`src/rtl/regfile_wb_arbiter_pkg.sv`:
```
// Shared register-file writeback constants for the arbiter and its scoreboard.
// Pure definitions: no logic, no latency.
// Defaults match a 32 x 32-bit register file with x0 hardwired to zero.
package regfile_wb_arbiter_pkg;

  localparam int RF_ADDR_W      = 5;
  localparam int RF_DATA_W      = 32;
  localparam int RF_ZERO        = 0;
  localparam int STARVE_MAX_DEF = 3;

  // True when an address names the hardwired-zero register.
  function automatic logic is_zero_reg(input logic [RF_ADDR_W-1:0] addr);
    return addr == RF_ADDR_W'(RF_ZERO);
  endfunction

endpackage

```
`src/rtl/regfile_wb_arbiter_scoreboard.sv`:
```
// Pending-write scoreboard: one bit per register, set at issue, cleared at commit.
// Latency: set/clear visible one edge later; hazard lookup is combinational.
// No backpressure of its own; decode stalls on hazard.
module regfile_wb_arbiter_scoreboard
  import regfile_wb_arbiter_pkg::*;
#(
  parameter int ADDR_W = RF_ADDR_W
) (
  input  logic                 clk,
  input  logic                 rst_n,
  input  logic                 set_en,
  input  logic [ADDR_W-1:0]    set_addr,
  input  logic                 clr_en,
  input  logic [ADDR_W-1:0]    clr_addr,
  input  logic [ADDR_W-1:0]    rs1,
  input  logic [ADDR_W-1:0]    rs2,
  input  logic [ADDR_W-1:0]    rd,
  output logic                 hazard,
  output logic [2**ADDR_W-1:0] pending
);

  logic [2**ADDR_W-1:0] pending_nxt;

  // Next scoreboard: clear the committing register, then set the issuing one so a
  // same-edge set overrides the clear; x0 never becomes pending.
  always_comb begin
    pending_nxt = pending;
    if (clr_en) pending_nxt[clr_addr] = 1'b0;
    if (set_en) pending_nxt[set_addr] = 1'b1;
    pending_nxt[0] = 1'b0;
  end

  // Scoreboard register.
  always_ff @(posedge clk or negedge rst_n) begin
    if (!rst_n) pending <= '0;
    else        pending <= pending_nxt;
  end

  // RAW on either source or WAW on the destination; index 0 masked explicitly.
  always_comb begin
    hazard = (pending[rs1] & (rs1 != '0)) |
             (pending[rs2] & (rs2 != '0)) |
             (pending[rd]  & (rd  != '0));
  end

endmodule

```
`src/rtl/regfile_wb_arbiter.sv`:
```
// Shares the register-file write port between ALU and load writeback, with a hazard scoreboard.
// Latency: one cycle from transfer to rf_wEn/rf_addrD/rf_dataD.
// Backpressure: MEM wins contention unless ALU has lost STARVE_MAX cycles in a row.
module regfile_wb_arbiter
  import regfile_wb_arbiter_pkg::*;
#(
  parameter int DATA_W     = RF_DATA_W,
  parameter int ADDR_W     = RF_ADDR_W,
  parameter int STARVE_MAX = STARVE_MAX_DEF
) (
  input  logic                 clk,
  input  logic                 rst_n,
  input  logic                 issue_valid,
  input  logic [ADDR_W-1:0]    issue_rd,
  input  logic [ADDR_W-1:0]    rs1_addr,
  input  logic [ADDR_W-1:0]    rs2_addr,
  output logic                 hazard,
  input  logic                 alu_valid,
  input  logic [ADDR_W-1:0]    alu_rd,
  input  logic [DATA_W-1:0]    alu_data,
  output logic                 alu_ready,
  input  logic                 mem_valid,
  input  logic [ADDR_W-1:0]    mem_rd,
  input  logic [DATA_W-1:0]    mem_data,
  output logic                 mem_ready,
  output logic                 rf_wEn,
  output logic [ADDR_W-1:0]    rf_addrD,
  output logic [DATA_W-1:0]    rf_dataD,
  output logic [2**ADDR_W-1:0] pending
);

  localparam int CNT_W = (STARVE_MAX < 1) ? 1 : $clog2(STARVE_MAX + 1);
  localparam logic [CNT_W-1:0] STARVE_LIM = CNT_W'(STARVE_MAX);

  logic [CNT_W-1:0]  starve_cnt;
  logic              force_alu;
  logic              alu_xfer;
  logic              mem_xfer;
  logic [ADDR_W-1:0] win_rd;
  logic [DATA_W-1:0] win_data;

  // Grants: MEM has priority, except when ALU has starved long enough. Each ready
  // looks only at the other source's valid, so at most one transfer per cycle.
  always_comb begin
    force_alu = (starve_cnt == STARVE_LIM);
    mem_ready = !force_alu | !alu_valid;
    alu_ready = !mem_valid | force_alu;
    alu_xfer  = alu_valid & alu_ready;
    mem_xfer  = mem_valid & mem_ready;
    win_rd    = alu_xfer ? alu_rd   : mem_rd;
    win_data  = alu_xfer ? alu_data : mem_data;
  end

  // Consecutive-loss counter for the ALU; saturates and resets on win or idle.
  always_ff @(posedge clk or negedge rst_n) begin
    if (!rst_n) begin
      starve_cnt <= '0;
    end else if (alu_valid && !alu_ready) begin
      if (starve_cnt != STARVE_LIM) starve_cnt <= starve_cnt + 1'b1;
    end else begin
      starve_cnt <= '0;
    end
  end

  // Registered write port; x0 writes are accepted upstream but dropped here.
  always_ff @(posedge clk or negedge rst_n) begin
    if (!rst_n) begin
      rf_wEn   <= 1'b0;
      rf_addrD <= '0;
      rf_dataD <= '0;
    end else if ((alu_xfer || mem_xfer) && (win_rd != '0)) begin
      rf_wEn   <= 1'b1;
      rf_addrD <= win_rd;
      rf_dataD <= win_data;
    end else begin
      rf_wEn   <= 1'b0;
    end
  end

  // Clear on the commit edge (rf_wEn high) so hazard still covers the in-flight cycle.
  regfile_wb_arbiter_scoreboard #(
    .ADDR_W (ADDR_W)
  ) u_scoreboard (
    .clk      (clk),
    .rst_n    (rst_n),
    .set_en   (issue_valid),
    .set_addr (issue_rd),
    .clr_en   (rf_wEn),
    .clr_addr (rf_addrD),
    .rs1      (rs1_addr),
    .rs2      (rs2_addr),
    .rd       (issue_rd),
    .hazard   (hazard),
    .pending  (pending)
  );

endmodule

```
`config.mk`:
```
export PLATFORM = sky130hd
export DESIGN_NAME = regfile_wb_arbiter
export DESIGN_NICKNAME = d
export VERILOG_FILES = /design/src/rtl/regfile_wb_arbiter_pkg.sv /design/src/rtl/regfile_wb_arbiter_scoreboard.sv /design/src/rtl/regfile_wb_arbiter.sv
export SDC_FILE = /design/constraint.sdc
export NUM_CORES = 1
export LEC_CHECK = 0
export BUFFER_PORTS_ARGS = -buffer_cell sky130_fd_sc_hd__buf_2
export CORE_MARGIN = 3
export CORE_UTILIZATION = 35
export CTS_BUF_LIST = sky130_fd_sc_hd__clkbuf_2 sky130_fd_sc_hd__clkbuf_4 sky130_fd_sc_hd__clkbuf_8
export CTS_CLUSTER_DIAMETER = 150
export DETAILED_ROUTE_END_ITERATION = 8
export GPL_ROUTABILITY_DRIVEN = 0
export GPL_TIMING_DRIVEN = 1
export SLEW_MARGIN = 20
export SYNTH_ARGS = -nofsm -noshare
export SYNTH_HDL_FRONTEND = slang
export SYNTH_SLANG_ARGS = --single-unit
export TNS_END_PERCENT = 1
```
`constraint.sdc`:
```
create_clock -name clk -period 2.25 [get_ports clk]
set_input_delay 0.225 -clock clk [delete_from_list [all_inputs] [get_ports clk]]
set_output_delay 0.225 -clock clk [all_outputs]
set_load 0.02 [all_outputs]
```
==> reports/summary.txt, run 1 <==
status -> finished with violations
failing checks -> negative hold slack
R2R setup slack -> 140 ps
antenna cells -> 0
fin util -> 0.466
Die Y -> 115 um
relative slew slack -> 0.403
Max clock buf depth -> 2
critical path arrival -> 1980 ps
first-pass GRT wire length -> 19.5 mm
Final min period -> 2210 ps
register area share after synthesis -> 0.430
Cell Area, Placed -> 5090 um^2
fillers -> 1060
die footprint -> 13100 um^2
CTS tree -> yes
PortBufs -> 165
worst skew pair latency -> 350 ps
total congestion overflow -> 0
synth-to-layout area growth -> 29.4%
pwr dens -> 989 nW/um^2
CTS root buf -> clkbuf_8
Initial Util -> 0.360
most common cell after layout, fill and taps aside -> buf_2
NumNets Final -> 598
Final Hold Slack -> -9.95 ps
Hold WC Path Type -> in2async
syn_nets -> 432
most frequent cells in the layout -> buf_2 (163), o21ai_0 (64), dfrtp_1 (63)
max-cap violation count -> 0
dpl ws -> 95.5 ps
CP Launch Type -> flop
cells along the critical path -> mux4_2, a22oi_2, o31ai_1, mux2i_1, nand4_1, buf_6
Syn Inst Count -> 337
Residual DRC -> 0
area of the multi-input gates -> 2260 um^2
placement row count -> 39
CTS Buf Count -> 9
slowest CP cell -> mux4_2
Synth cell types -> 45
beginning of the critical path -> u_scoreboard.pending[15]$_DFF_PN0_
fin. max-slew vios -> 0
Critical Path RT -> 2030 ps
Worst-Margin Slew -> 896 ps
antenna viol nets, final -> 0
synth top area cells -> dfrtp_1 (43%), mux2_2 (15%), mux4_2 (8.2%), o21ai_0 (7.8%), mux2_4 (6.2%)
core region area -> 11500 um^2
clk sink count -> 71
vias in the first global route -> 3624
Detailed Route WL -> 12.3 mm
IO Pins -> 167
drt via density -> 5.45
Pleak -> 2.43 nW
final hold viol count -> 6
worst setup path class -> reg2out
Fmax -> 0.453 GHz
Reg clk slew, reported paths -> 80 ps
skew final -> 5.86 ps
Worst R2R End -> rf_dataD[27]$_DFFE_PN0P_
wire per inst -> 18.9 um
GR Util All Layers -> 0.191
yosys warns -> 0
critical path fanouts, max -> 5
DR pass1 iterations -> 4
number of DRC markers in iteration 0 -> 217
Total Power -> 5.28 mW
worst vdd ir -> 0.688 mV
Post-Syn Area -> 4130 um^2
post-route cell area -> 5340 um^2
delay of the slowest critical-path stage -> 500 ps
Synth top area share -> 0.430
dominant cell type by area after synthesis -> dfrtp_1
pin count of the biggest net entering global routing -> 72
final setup violation count -> 0
final worst slack -> 42.2 ps
crit path to -> hazard
reg2reg start -> starve_cnt[0]$_DFFE_PN0P_
Seq cells post-synth -> 71
initial antenna violation count -> 0
routed via count -> 3544
R2R depth -> 8
Syn Area/Cell -> 12.3 um^2
RSZ-0062 raised after global routing -> yes
Reg area -> 1790 um^2
H-tree depth -> 3
Worst Setup End Kind -> output port
share of layout cells above drive strength 1 -> 0.582
fin crit share -> 0.981
Die W -> 115 um
DP Wirelength -> 9.19 mm
## where the power goes
| group | switching, mW | total, mW | internal (mW) |
|---|---|---|---|
| logic | 1.13 | 2.09 | 0.958 |
| registers | 0.489 | 2.15 | 1.66 |
| clock network | 0.466 | 1.04 | 0.577 |
## critical path, delay by kind of cell, from the launching register on
kind                   cells  cell delay, ps
and+or+nand+nor            1             130
muxes                      2             640
DFF                        1             430
buffers and inverters      1             170
AOI/OAI and AO/OA          2             270
## synthesized netlist by cell type (all sizes together)
master,number
dfrtp,71
mux2,71
o21ai,64
mux2i,23
mux4,15
buf,12
nand3b,8
nand3,7
o22ai,6
or3b,6
inv,5
nand2,5
nor2,5
a21oi,4
clkbuf,4
nor2b,4
nor3,4
or3,3
nor4,2
a211oi,1
a21o,1
a221oi,1
a22oi,1
a2bb2oi,1
a32oi,1
and2,1
and3,1
conb,1
ha,1
nand2b,1
nand4,1
nor3b,1
o211ai,1
o22a,1
o311ai,1
o31a,1
o31ai,1
## area by class of cell
| class | instances | share of cell area |
|---|---|---|
| multi-input cells | 245 | 0.424 |
| flip-flops and latches | 71 | 0.334 |
| repair buffers | 171 | 0.167 |
| well taps | 143 | 0.0335 |
| clock buffers | 12 | 0.0297 |
| clock inverters | 3 | 0.00796 |
| inverters | 5 | 0.00351 |
## sequential cells by signal (all words and copies together), names as in the netlist
| signal | flops |
|---|---|
| rf_addrD | 5 |
| starve_cnt | 2 |
| rf_wEn | 1 |
| rf_dataD | 32 |
| u_scoreboard.pending | 31 |
## cell families after synthesis
| group | Yosys count | synth area share |
|---|---|---|
| adders and majority gates | 1 | 0.00303 |
| other | 1 | 0.000908 |
| and+or+nand+nor | 49 | 0.0746 |
| AOI/OAI and AO/OA | 85 | 0.115 |
| buffers and inverters | 21 | 0.0297 |
| muxes | 109 | 0.347 |
| DFF | 71 | 0.430 |
## worst min-delay path by stage
stage                     startpoint                            endpoint  cells after the start
final                          rst_n  u_scoreboard.pending[21]$_DFF_PN0_                      1
after floorplan                rst_n             rf_addrD[0]$_DFFE_PN0P_                      0
after global routing           rst_n  u_scoreboard.pending[19]$_DFF_PN0_                      1
after CTS                      rst_n            rf_dataD[19]$_DFFE_PN0P_                      1
after global placement         rst_n            rf_dataD[18]$_DFFE_PN0P_                      1
after detailed placement       rst_n  u_scoreboard.pending[19]$_DFF_PN0_                      1
## layer usage
metal	vias up	track usage	share of wire
met5	-	0	0
met3	10	0.0492	0.10
met1	1732	0.259	0.42
li1	1616	-	-
met2	186	0.300	0.47
met4	0	0.0602	0.0090
## stage by stage
step / hold WS, ps / cells / TNS [ps]
detailed placement: 429 / 634 / 0
global route: 61.1 / 650 / -47.4
global placement: 419 / 634 / 0
finish: -9.95 / 650 / 0
CTS: 40.0 / 649 / 0
floorplan: -70.6 / 337 / 0
## what timing repair did
action                                 in CTS  in global routing
buffers inserted                            0                  1
hold buffers                                0                  0
setup endpoints to repair                   0                 14
resized for setup                           0                 15
endpoints found under the hold margin       0                  0
Power figures use the tool's default switching activity.
==> run 2, diff against run 1 <==
--- a/config.mk
+++ b/config.mk
@@ -6,13 +6,14 @@
 export NUM_CORES = 1
 export LEC_CHECK = 0
 export BUFFER_PORTS_ARGS = -buffer_cell sky130_fd_sc_hd__buf_2
-export CORE_MARGIN = 3
 export CORE_UTILIZATION = 35
 export CTS_BUF_LIST = sky130_fd_sc_hd__clkbuf_2 sky130_fd_sc_hd__clkbuf_4 sky130_fd_sc_hd__clkbuf_8
 export CTS_CLUSTER_DIAMETER = 150
 export DETAILED_ROUTE_END_ITERATION = 8
 export GPL_ROUTABILITY_DRIVEN = 0
 export GPL_TIMING_DRIVEN = 1
+export MAX_ROUTING_LAYER = met4
+export PLACE_DENSITY_LB_ADDON = 0.2
 export SLEW_MARGIN = 20
 export SYNTH_ARGS = -nofsm -noshare
 export SYNTH_HDL_FRONTEND = slang
==> run 2 against run 1 <==
Compared with the run above:
- cell area up 1.3%
- critical path type unchanged
- largest cell class unchanged
- power grew 4.9%
- the flow still finishes with violations (negative hold slack)
- utilization is 0.62 points higher
- count of clock-buffer cells in the layout decreased by 1
- worst hold slack got worse by 15 ps
- critical endpoint unchanged
- first-iteration DRC count grew 21%
==> reports/summary.txt, run 2 (synthesized netlist as in run 1, its figures left out) <==
first-pass GRT wire length -> 18.8 mm (-3.4%)
synth-to-layout area growth -> 31.1%
die footprint -> 12200 um^2 (-6.9%)
final std cells w/o fill -> 654 (+0.62%)
most common cell after layout, fill and taps aside -> buf_2
Critical Path RT -> 2030 ps (about the same)
max-cap violation count -> 0 (unchanged)
most frequent cells in the layout -> buf_2 (163), dfrtp_1 (68), o21ai_0 (63)
vias in the first global route -> 3485 (-3.8%)
Die Y -> 111 um (-3.5%)
Top Registers -> rf_dataD (32), u_scoreboard.pending (31), rf_addrD (5)
fin. max-slew vios -> 0 (unchanged)
Worst Setup End Kind -> output port
hold buffer count at CTS -> 0 (unchanged)
drt via density -> 5.44 (-0.30%)
RSZ-0062 raised after global routing -> yes
core region area -> 11500 um^2 (unchanged)
PortBufs -> 165 (unchanged)
clk sink count -> 71 (unchanged)
DR pass1 iterations -> 4 (unchanged)
fin crit share -> 0.998 (+0.0171)
routed via count -> 3555 (+0.31%)
worst setup path class -> reg2out
Worst-Margin Slew -> 903 ps (+7.16 ps)
DP Wirelength -> 8.75 mm (-4.8%)
placed cells -> 635 (+0.16%)
critical path arrival -> 2020 ps (+40 ps)
pwr dens -> 1020 nW/um^2 (+3.5%)
fillers -> 1053 (-0.66%)
worst vdd ir -> 0.643 mV (-6.6%)
Detailed Route WL -> 11.8 mm (-3.7%)
H-tree depth -> 3 (unchanged)
placement row count -> 39 (unchanged)
Final min period -> 2250 ps (+38.6 ps)
CP Launch Type -> flop
Fmax -> 0.445 GHz (-1.7%)
total congestion overflow -> 0 (unchanged)
status -> finished with violations
fin util -> 0.472 (+0.00622)
failing checks -> negative hold slack
Residual DRC -> 0 (unchanged)
CTS tree -> yes
initial antenna violation count -> 1 (+1)
Reg clk slew, reported paths -> 80 ps (about the same)
final setup violation count -> 0 (unchanged)
Hold WC Path Type -> in2async
critical path fanouts, max -> 5 (unchanged)
wire per inst -> 18.1 um (-4.3%)
relative slew slack -> 0.398 (-0.00477)
max reg flops -> 32 (unchanged)
Die W -> 111 um (-3.5%)
Final Hold Slack -> -25.2 ps (-15.2 ps)
share of layout cells above drive strength 1 -> 0.569 (-0.0132)
Max clock buf depth -> 2 (unchanged)
skew final -> 13.7 ps (+7.81 ps)
CTS root buf -> clkbuf_8
IO Pins -> 167 (unchanged)
TNS Setup -> 0 ps (unchanged)
GR Util All Layers -> 0.204 (+0.0129)
Initial Util -> 0.360 (unchanged)
final hold viol count -> 9 (+3)
antenna viol nets, final -> 0 (unchanged)
Reg with most FFs -> rf_dataD
number of DRC markers in iteration 0 -> 262 (+21%)
pin count of the biggest net entering global routing -> 72 (unchanged)
worst skew pair latency -> 350 ps (about the same)
Pleak -> 2.48 nW (+1.9%)
NumNets Final -> 600 (+0.33%)
CTS Buf Count -> 9 (unchanged)
run 2: changes by cell type in the layout (fill, tap and decap cells not counted), moves of 2 or more:
cell / previous run / this run
buf_12: 1 / 3
bufinv_16: 1 / 3
dfrtp_1: 63 / 68
dfrtp_2: 8 / 3
run 2: per-layer routing:
metal / global-route usage / share of wire / up-vias / wire length [um]
li1: - / - / 1633 / -
met1: 0.264 / 0.42 / 1738 / 5010
met2: 0.315 / 0.49 / 171 / 5780
met3: 0.0505 / 0.078 / 13 / 923
met4: 0.0658 / 0.0096 / 0 / 113
met5: - / 0 / - / 0
run 2: layout make-up:
cell class              instances  area, um^2  area share
clock inverters                 5         104      0.0192
clock buffers                  11         151      0.0280
well taps                     143         179      0.0330
multi-input cells             245        2250       0.416
inverters                       5        18.8     0.00347
repair buffers                173         928       0.171
diodes                          1        2.50    0.000462
flip-flops and latches         71        1780       0.329
run 2: critical path, stage by stage (launching register included):
cell	delay [ps]
dfrtp_1	450
mux4_2	480
mux2i_1	140
o21ai_1	90
a211oi_1	210
nand4_1	110
buf_4	180
run 2: metrics by stage:
stage                     worst slack, ps  cell area, um^2  power [mW]
after CTS                            8.41             5380        5.53
after global placement                212             5130        4.19
final                                3.61             5410        5.54
after detailed placement              134             5130        4.22
after global routing                -80.1             5410        5.87
after floorplan                       221             4130        3.36
run 2: power by group:
part           switching (mW)  total, mW  leakage, nW  internal [mW]
Combinational            1.11       2.08         1.53          0.971
Sequential              0.517       2.17        0.815           1.65
Clock                   0.491       1.29        0.130          0.797
run 2: repair_timing:
item	in CTS	in global routing
endpoints found under the setup margin	0	6
setup buffers	0	2
gates resized for setup	0	7
run 2: path summary, 6_finish.rpt:
kind	start	endpoint	slack, ps	cells after the start
max	u_scoreboard.pending[24]$_DFF_PN0_	hazard	4	6
min	rst_n	u_scoreboard.pending[30]$_DFF_PN0_	-30	1
max reg2reg	starve_cnt[0]$_DFFE_PN0P_	rf_addrD[4]$_DFFE_PN0P_	140	8
min reg2reg	starve_cnt[0]$_DFFE_PN0P_	starve_cnt[0]$_DFFE_PN0P_	440	1
max in group asynchronous	rst_n	u_scoreboard.pending[23]$_DFF_PN0_	1610	1
min in group clk	alu_rd[0]	rf_addrD[0]$_DFFE_PN0P_	130	3
==> run 3, diff against run 2 <==
--- a/config.mk
+++ b/config.mk
@@ -12,8 +12,10 @@
 export DETAILED_ROUTE_END_ITERATION = 8
 export GPL_ROUTABILITY_DRIVEN = 0
 export GPL_TIMING_DRIVEN = 1
+export HOLD_SLACK_MARGIN = 0.03
 export MAX_ROUTING_LAYER = met4
 export PLACE_DENSITY_LB_ADDON = 0.2
+export REMOVE_ABC_BUFFERS = 1
 export SLEW_MARGIN = 20
 export SYNTH_ARGS = -nofsm -noshare
 export SYNTH_HDL_FRONTEND = slang
==> run 3 against run 2 <==
Compared with the run above:
- the flow now finishes without violations
- combinational power increased by 2%
- flip-flop and latch count stayed put
- global-route usage rose by 0.97 points
- clock skew is 5.3 ps lower
- power is 1.6% lower
- final cell count shrank 0.15%
- register-to-register slack hardly changed
- largest cell class unchanged
- largest power group unchanged
- highest routed layer unchanged
==> reports/summary.txt, run 3 (synthesized netlist as in run 1, its figures left out) <==
status -> complete, no violations
Die Y -> 111 um (unchanged)
synth-to-layout area growth -> 31.1% (unchanged)
final worst slack -> 32.4 ps (+28.8 ps)
Worst Setup End Kind -> output port
Fmax -> 0.451 GHz (+1.3%)
antenna cells -> 0 (-1)
CP Launch Type -> flop
most frequent cells in the layout -> buf_2 (163), o21ai_0 (64), dfrtp_1 (62)
Die W -> 111 um (unchanged)
DR pass1 iterations -> 4 (unchanged)
max reg flops -> 32 (unchanged)
post-route cell area -> 5410 um^2 (unchanged)
final hold viol count -> 0 (-9)
initial antenna violation count -> 0 (-1)
fillers -> 1073 (+1.9%)
wire per inst -> 18.5 um (+2.3%)
dpl ws -> 98.2 ps (-36.2 ps)
worst skew pair latency -> 350 ps (about the same)
core region area -> 11500 um^2 (unchanged)
clk sink count -> 71 (unchanged)
Reg area -> 1790 um^2 (+0.42%)
PortBufs -> 165 (unchanged)
RSZ-0062 raised after global routing -> yes
GR Util All Layers -> 0.214 (+0.00966)
Cell Area, Placed -> 5120 um^2 (-0.15%)
Hold WC Path Type -> in2reg
routed via count -> 3583 (+0.79%)
Residual DRC -> 0 (unchanged)
H-tree depth -> 3 (unchanged)
Critical Path RT -> 2030 ps (about the same)
relative slew slack -> 0.666 (+0.268)
Worst-Margin Slew -> 501 ps (-402 ps)
Detailed Route WL -> 12.1 mm (+2.1%)
max-cap violation count -> 0 (unchanged)
most common cell after layout, fill and taps aside -> buf_2
Reg clk slew, reported paths -> 80 ps (about the same)
antenna viol nets, final -> 0 (unchanged)
CTS root buf -> clkbuf_8
number of DRC markers in iteration 0 -> 178 (-32%)
first-pass GRT wire length -> 19.8 mm (+5.1%)
worst vdd ir -> 0.501 mV (-22%)
worst setup path class -> reg2out
drt via density -> 5.49 (+0.94%)
Final min period -> 2220 ps (-28.8 ps)
critical path fanouts, max -> 5 (unchanged)
vias in the first global route -> 3691 (+5.9%)
DP Wirelength -> 8.96 mm (+2.4%)
fin. max-slew vios -> 0 (unchanged)
Pleak -> 2.46 nW (-0.71%)
Initial Util -> 0.360 (unchanged)
NumNets Final -> 600 (unchanged)
fin crit share -> 0.986 (-0.0128)
share of layout cells above drive strength 1 -> 0.584 (+0.0157)
area of the multi-input gates -> 2270 um^2 (+0.72%)
die footprint -> 12200 um^2 (unchanged)
pin count of the biggest net entering global routing -> 39 (-46%)
Reg with most FFs -> rf_dataD
skew final -> 8.34 ps (-5.33 ps)
total congestion overflow -> 0 (unchanged)
Max clock buf depth -> 2 (unchanged)
Top Registers -> rf_dataD (32), u_scoreboard.pending (31), rf_addrD (5)
CTS Buf Count -> 9 (unchanged)
placement row count -> 39 (unchanged)
IO Pins -> 167 (unchanged)
pwr dens -> 1010 nW/um^2 (-1.6%)
critical path arrival -> 1990 ps (-30 ps)
final setup violation count -> 0 (unchanged)
CTS tree -> yes
## run 3: cell types whose count changed in the layout (fill, tap and decap cells not counted), sizes merged
cell	previous run	this run
clkinvlp	0	2
dlygate4sd3	0	1
buf	173	172
clkinv	2	1
diode	1	0
bufinv	3	2
## run 3: metal layers
layer  track usage  up-vias  part of all wire
met5             -        -                 0
met4        0.0649        0             0.014
met3        0.0538       14             0.072
met2         0.322      177              0.46
met1         0.283     1764              0.45
li1              -     1628                 -
## run 3: final cells by class
cell class,count,area share
Tap cell,143,0.0330
Inverter,5,0.00347
Clock buffer,11,0.0280
Sequential cell,71,0.330
Timing Repair Buffer,173,0.172
Clock inverter,5,0.0148
Multi-Input combinational cell,245,0.419
## run 3: repair_timing
| item | 4_1_cts | 5_1_grt |
|---|---|---|
| setup endpoints to repair | 1 | 17 |
| buffers inserted | 1 | 1 |
| resized for setup | 1 | 14 |
| endpoints found under the hold margin | 37 | 0 |
| hold buffers | 1 | 0 |
| gates cloned | 0 | 0 |
## run 3: worst paths after layout
| check | start | to | slack (ps) | depth (start not counted) |
|---|---|---|---|---|
| worst max-delay path | u_scoreboard.pending[15]$_DFF_PN0_ | hazard | 30 | 6 |
| worst min-delay path | alu_rd[0] | rf_addrD[0]$_DFFE_PN0P_ | 130 | 3 |
| worst max register to register | starve_cnt[0]$_DFFE_PN0P_ | rf_dataD[29]$_DFFE_PN0P_ | 140 | 8 |
| worst min register to register | starve_cnt[0]$_DFFE_PN0P_ | starve_cnt[0]$_DFFE_PN0P_ | 450 | 1 |
| max in group asynchronous | rst_n | u_scoreboard.pending[26]$_DFF_PN0_ | 1280 | 3 |
| min in group asynchronous | rst_n | u_scoreboard.pending[16]$_DFF_PN0_ | 390 | 2 |
## run 3: power by group
group	switching, mW	total, mW	internal (mW)
combinational	1.15	2.13	0.974
clock	0.496	1.18	0.683
sequential	0.483	2.15	1.66
total	2.13	5.45	3.32
## run 3: worst max-delay path, stage by stage, from the launching register on
cell and delay [ps]:
dfrtp_2 450, mux4_2 490, a22oi_2 180, o31ai_2 90, mux2i_1 140, nand4_1 110
buf_4 190
## run 3: stage by stage
step                cells  TNS, ps  hold WS [ps]  utilization  total power, mW
floorplan             321   -26760         -70.6            -             3.33
global placement      634        0           220        0.446             4.19
detailed placement    634        0           230        0.446             4.23
CTS                   652        0           103        0.468             5.45
global route          653    -84.3           117        0.472             5.80
finish                653        0           130        0.472             5.45
